===== src/rtl/rob_commit_ctrl.sv =====
// ---------------------------------------------------------------------------
// rob_commit_ctrl -- 16-entry circular reorder buffer with in-order commit.
//
// Allocates ROB positions to issued instructions, captures execution
// writebacks, retires the head entry into the architectural register file
// and raises a one-cycle rollback when a mispredicted branch retires.
//
// Ports:
//   clk, rst            clock (rising edge), async active-low reset
//   rdy                 global enable; 0 freezes every register
//   issue_valid/_rd     decoder issue request and its destination register
//   alloc_pos, full,    tail position, full flag and occupancy (0..16),
//   count               all combinational from registers
//   wb_*                execution writeback (position, value, mispredict,
//                       corrected target)
//   commit, commit_*    registered one-cycle retire pulse and its payload
//   rollback,           registered one-cycle flush pulse and the fetch
//   redirect_pc         redirect target
// ---------------------------------------------------------------------------

// Per-entry storage. Control priority: flush > allocate > writeback/retire.
module rob_commit_entry #(
    parameter int XLEN = 32
) (
    input  logic            clk,
    input  logic            rst,
    input  logic            rdy,
    input  logic            alloc,
    input  logic [4:0]      alloc_rd,
    input  logic            wb,
    input  logic [XLEN-1:0] wb_val,
    input  logic            wb_mispredict,
    input  logic [XLEN-1:0] wb_target,
    input  logic            retire,
    input  logic            flush,
    output logic            busy,
    output logic            ready,
    output logic            mispredict,
    output logic [4:0]      rd,
    output logic [XLEN-1:0] val,
    output logic [XLEN-1:0] target
);

    always_ff @(posedge clk or negedge rst) begin
        if (!rst) begin
            busy       <= 1'b0;
            ready      <= 1'b0;
            mispredict <= 1'b0;
            rd         <= '0;
            val        <= '0;
            target     <= '0;
        end else if (rdy) begin
            if (flush) begin
                busy       <= 1'b0;
                ready      <= 1'b0;
                mispredict <= 1'b0;
            end else if (alloc) begin
                busy       <= 1'b1;
                ready      <= 1'b0;
                mispredict <= 1'b0;
                rd         <= alloc_rd;
            end else begin
                if (wb) begin
                    ready      <= 1'b1;
                    val        <= wb_val;
                    mispredict <= wb_mispredict;
                    target     <= wb_target;
                end
                // Retire comes last so it wins over a late duplicate writeback.
                if (retire) begin
                    busy  <= 1'b0;
                    ready <= 1'b0;
                end
            end
        end
    end

endmodule

module rob_commit_ctrl #(
    parameter int ROB_POS_W = 4,
    parameter int XLEN      = 32
) (
    input  logic                 clk,
    input  logic                 rst,
    input  logic                 rdy,
    input  logic                 issue_valid,
    input  logic [4:0]           issue_rd,
    output logic [ROB_POS_W-1:0] alloc_pos,
    output logic                 full,
    output logic [ROB_POS_W:0]   count,
    input  logic                 wb_valid,
    input  logic [ROB_POS_W-1:0] wb_rob_pos,
    input  logic [XLEN-1:0]      wb_val,
    input  logic                 wb_mispredict,
    input  logic [XLEN-1:0]      wb_target,
    output logic                 commit,
    output logic [4:0]           commit_rd,
    output logic [XLEN-1:0]      commit_val,
    output logic [ROB_POS_W-1:0] commit_rob_pos,
    output logic                 rollback,
    output logic [XLEN-1:0]      redirect_pc
);

    localparam int DEPTH = 1 << ROB_POS_W;
    localparam logic [ROB_POS_W:0] CNT_FULL = (ROB_POS_W+1)'(DEPTH);

    typedef struct packed {
        logic            busy;
        logic            ready;
        logic            mispredict;
        logic [4:0]      rd;
        logic [XLEN-1:0] val;
        logic [XLEN-1:0] target;
    } rob_entry_t;

    rob_entry_t [DEPTH-1:0] ent;
    rob_entry_t             head_ent;

    logic [ROB_POS_W-1:0] head, tail;
    logic [ROB_POS_W:0]   cnt;

    logic do_commit, do_flush, do_issue, wb_hit;

    assign alloc_pos = tail;
    assign count     = cnt;
    assign full      = (cnt == CNT_FULL);

    // Commit looks only at registered head state, so a writeback needs one
    // extra edge before its entry can retire.
    assign head_ent  = ent[head];
    assign do_commit = head_ent.busy & head_ent.ready;
    assign do_flush  = do_commit & head_ent.mispredict;

    // A retiring mispredict discards everything else arriving on that edge;
    // issue is also held off for the cycle rollback is visible downstream.
    assign do_issue  = issue_valid & ~full & ~rollback & ~do_flush;
    assign wb_hit    = wb_valid & ent[wb_rob_pos].busy & ~do_flush;

    for (genvar i = 0; i < DEPTH; i++) begin : gen_entry
        rob_commit_entry #(.XLEN(XLEN)) u_entry (
            .clk           (clk),
            .rst           (rst),
            .rdy           (rdy),
            .alloc         (do_issue && (tail == ROB_POS_W'(i))),
            .alloc_rd      (issue_rd),
            .wb            (wb_hit && (wb_rob_pos == ROB_POS_W'(i))),
            .wb_val        (wb_val),
            .wb_mispredict (wb_mispredict),
            .wb_target     (wb_target),
            .retire        (do_commit && (head == ROB_POS_W'(i))),
            .flush         (do_flush),
            .busy          (ent[i].busy),
            .ready         (ent[i].ready),
            .mispredict    (ent[i].mispredict),
            .rd            (ent[i].rd),
            .val           (ent[i].val),
            .target        (ent[i].target)
        );
    end

    always_ff @(posedge clk or negedge rst) begin
        if (!rst) begin
            head           <= '0;
            tail           <= '0;
            cnt            <= '0;
            commit         <= 1'b0;
            commit_rd      <= '0;
            commit_val     <= '0;
            commit_rob_pos <= '0;
            rollback       <= 1'b0;
            redirect_pc    <= '0;
        end else if (rdy) begin
            commit   <= do_commit;
            rollback <= do_flush;
            if (do_commit) begin
                commit_rd      <= head_ent.rd;
                commit_val     <= head_ent.val;
                commit_rob_pos <= head;
            end
            if (do_flush) begin
                redirect_pc <= head_ent.target;
                head        <= '0;
                tail        <= '0;
                cnt         <= '0;
            end else begin
                if (do_commit) head <= head + 1'b1;
                if (do_issue)  tail <= tail + 1'b1;
                cnt <= cnt + (ROB_POS_W+1)'(do_issue) - (ROB_POS_W+1)'(do_commit);
            end
        end
    end

endmodule

===== config.mk =====
export PLATFORM = sky130hd
export DESIGN_NAME = rob_commit_ctrl
export DESIGN_NICKNAME = d
export VERILOG_FILES = /design/src/rtl/rob_commit_ctrl.sv
export SDC_FILE = /design/constraint.sdc
export NUM_CORES = 2
export LEC_CHECK = 0
export CAP_MARGIN = 20
export CORE_ASPECT_RATIO = 0.9
export CORE_MARGIN = 4
export CORE_UTILIZATION = 40
export DETAILED_ROUTE_END_ITERATION = 12
export SETUP_SLACK_MARGIN = 0.02
export SKIP_LAST_GASP = 1
export SLEW_MARGIN = 20
export SYNTH_ARGS = -nofsm -noshare
export SYNTH_HDL_FRONTEND = slang
export SYNTH_HIERARCHICAL = 1
export SYNTH_SLANG_ARGS = --single-unit

===== constraint.sdc =====
create_clock -name clk -period 14.6 [get_ports clk]
set_input_delay 4.38 -clock clk [delete_from_list [all_inputs] [get_ports clk]]
set_output_delay 4.38 -clock clk [all_outputs]
set_load 0.05 [all_outputs]

==> results_dict.tcl <==
set metrics [dict create \
    synth_warnings 6 \
    synth.yosys.seq_area_share 0.549 \
    dieWidth_um 404 \
    rr_startpoint "head[0]$_DFFE_PN0P_" \
    regArea_um2 31000 \
    synthTopCellsByArea "dfrtp_1, mux2_2, mux4_2, mux2_1, buf_6" \
    port_buffers 163 \
    tritoncts "yes" \
    finClkSkew_ns 0.0233 \
    slew_headroom 0.258 \
    coreArea_um2 140000 \
    dieHeight_um 365 \
    syn_to_final_growth_pct 13.6 \
    worstPathArrival_ns 9.02 \
    rr_endpoint "gen_entry[4].u_entry/target[13]$_DFFE_PN0P_" \
    leakage_uw 0.0285 \
    max_freq_ghz 0.119 \
    yosysTopAreaCell "dfrtp_1" \
    yosysTopAreaCellShare 0.549 \
    timing.setup.tns_ns 0 \
    first_global_vias 32700 \
    dp.cells 5264 \
    synth_ff_type "dfrtp_1" \
    setup_violations 0 \
    finalHoldViolCount 0 \
    antenna_left 0 \
    crit_fanout 36 \
    root_buffer "clkbuf_16" \
    vias 30600 \
    clkTransAtPathRegs_ns 0.06 \
    avgViaCountPerCell 5.55 \
    synth_cells 3392 \
    postCtsSetupBuffers 0 \
    hold_depth 1 \
    cts_buffers 138 \
    synth_cell_types 54 \
    required_ns 15.22 \
    holdCritStartpoint "gen_entry[10].u_entry/target[25]$_DFFE_PN0P_" \
    drtPass1Iterations 5 \
    rsz0062_at_grt "no" \
    grt_max_degree 176 \
    cp-start-kind "input pin" \
    pwr_density_cell_nw_per_um2 194 \
    clock_sinks 1240 \
    syn-cell-area_um2 56500 \
    cts_resized 0 \
    outcome "completed" \
    ys_ff_latch 1240 \
    async_flop_share 1.00 \
    syn_avg_cell_area_um2 16.7 \
    cts_hold_buf 0 \
    drive_above_1_share 0.487 \
    post-route-period-util 0.575 \
    whs_endpoint "gen_entry[10].u_entry/target[25]$_DFFE_PN0P_" \
    r2r_cells 12 \
    design.portCount 164 \
    synth_edf_count 0 \
    rrSetupSlack_ns 7.92 \
    clk_path_buf_depth 3 \
    fin_nets 3650 \
    grt_pass1_wl_um 212000 \
    drt_iter0_drc 1993 \
    crit_type "in -> reg" \
    instances_no_fill 5512 \
    vdd_drop_max_mv 0.159 \
    std_cell_rows 130 \
    gr-usage-all-layers 0.187 \
    maxCapViolCount 0 \
    report.final.slew_viol_count 0 \
    detail_route.wl_per_cell_um 24.6 \
    htreeDepth 4 \
    multi_input_area_um2 23800 \
    synth_fp_nets 3486 \
    hold_class "reg -> reg" \
    fillers 12100 \
    max_slew.worst_pin.slew_ns 1.11 \
    initial_utilization 0.404 \
    dp_hpwl_um 77800 \
    insertion_delay_ns 0.76 \
    gp_congestion 0.804 \
    grt_antenna_before_repair 10 \
    drc 0 \
    wirelength_um 135000 \
    die-area_um2 147000 \
    period_minus_slack_ns 8.40 \
    grt_overflow 0 \
    cp-end-kind "register" \
]
-- metal layers --
| metal | GRT usage | vias up | part of all wire |
|---|---|---|---|
| met3 | 0.0316 | 172 | 0.041 |
| met4 | 0.0441 | 2 | 0.018 |
| met5 | 0 | - | 0.000096 |
| met1 | 0.271 | 16700 | 0.47 |
| met2 | 0.298 | 555 | 0.47 |
| li1 | - | 13200 | - |
-- synthesized netlist by cell type (5+ instances only) --
library cell  count
a21oi_1          36
o21a_1           17
mux2i_1           6
ha_1             14
buf_6            50
nand2b_1          6
nor3_1           16
mux2_1           64
dfrtp_1        1240
nor3_4           16
mux2_2         1111
nand2_1          37
or3_1            16
o22ai_1          20
a2bb2oi_1        18
buf_1            15
nand3_1          27
mux4_2          353
mux2_4            5
and3_1           13
o32ai_1          16
buf_4            66
nand3b_1         18
clkbuf_1         40
o21ai_0          10
buf_2            40
nor2_1           25
nor3b_1           5
inv_1            51
-- per-stage QoR --
stage          hold slack [ns]  power, uW  utilization  setup WS (ns)  area, um2
6_report                 0.478      12400        0.459           6.20      64200
4_1_cts                  0.482      12600        0.459           6.18      64200
3_5_place_dp             0.469       9080        0.426           5.38      59600
5_1_grt                  0.490      13100        0.459           5.92      64200
2_1_floorplan            0.452       8000            -           7.43      56500
3_3_place_gp             0.463       9000        0.426           5.37      59600
-- sequential cells by signal, indices dropped and copies added (netlist names), 16 cells and up --
name and cells:
gen_entry.u_entry/ready 16, gen_entry.u_entry/val 512, commit_val 32, gen_entry.u_entry/target 512, redirect_pc 32, gen_entry.u_entry/mispredict 16, gen_entry.u_entry/rd 80, gen_entry.u_entry/busy 16
-- kinds of logic (layout without fill, tap and decap cells) --
group                      count (synthesis)  in the layout  share of synthesized area
DFF                                     1240           1240                      0.549
and+or+nand+nor                          191            191                     0.0210
buffers and inverters                    267            535                     0.0307
adders and majority gates                 15             15                    0.00345
other                                      0              4                          0
AOI/OAI and AO/OA                        133            133                     0.0164
muxes                                   1542           1542                      0.379
xor gates and xnor gates                   4              4                   0.000620
-- final cells by class --
cell class	count	area share
Antenna cell	4	0.000156
Clock buffer	211	0.0647
Clock inverter	33	0.00626
Inverter	52	0.00312
Multi-Input combinational cell	1885	0.370
Sequential cell	1240	0.484
Tap cell	1848	0.0360
Timing Repair Buffer	239	0.0362
-- placed cells by master, fill, tap and decap left out, types with 27 or more instances in the layout --
cell                n
clkbuf_8           38
dfrtp_1          1237
nand2_1            37
a21oi_1            36
mux2_2           1111
mux4_2            353
clkbuf_1           33
nand3_1            27
clkbuf_16         140
inv_1              51
mux2_1             64
clkdlybuf4s50_1   161
buf_4              68
-- critical path, cell delays in order --
cell and delay, ns:
clkdlybuf4s50_1 0.58, mux4_2 0.42, mux4_2 0.22, and2_1 0.20, o2111ai_1 0.26, nor2_1 0.29, nand2_1 0.13, nor3_4 0.88
buf_4 0.52, buf_4 0.68, mux2_2 0.41
-- power by group --
part | switching [uW] | total [uW] | leakage, uW | internal [uW]
sequential | 613 | 5200 | 0.0163 | 4590
clock | 1420 | 3460 | 0.00224 | 2040
combinational | 1660 | 3760 | 0.00997 | 2100
-- worst max path at each step --
stage	startpoint	to	slack [ns]	depth (start not counted)
floorplan	wb_rob_pos[0]	gen_entry[10].u_entry/val[29]$_DFFE_PN0P_	7.43	10
global placement	wb_rob_pos[0]	gen_entry[10].u_entry/val[8]$_DFFE_PN0P_	5.37	11
detailed placement	wb_rob_pos[0]	gen_entry[10].u_entry/target[4]$_DFFE_PN0P_	5.38	11
CTS	wb_rob_pos[0]	gen_entry[10].u_entry/target[4]$_DFFE_PN0P_	6.18	11
global route	wb_rob_pos[0]	gen_entry[10].u_entry/target[4]$_DFFE_PN0P_	5.92	11
finish	wb_rob_pos[0]	gen_entry[10].u_entry/target[4]$_DFFE_PN0P_	6.20	11
Note: power is estimated with default switching activity, not from simulation.
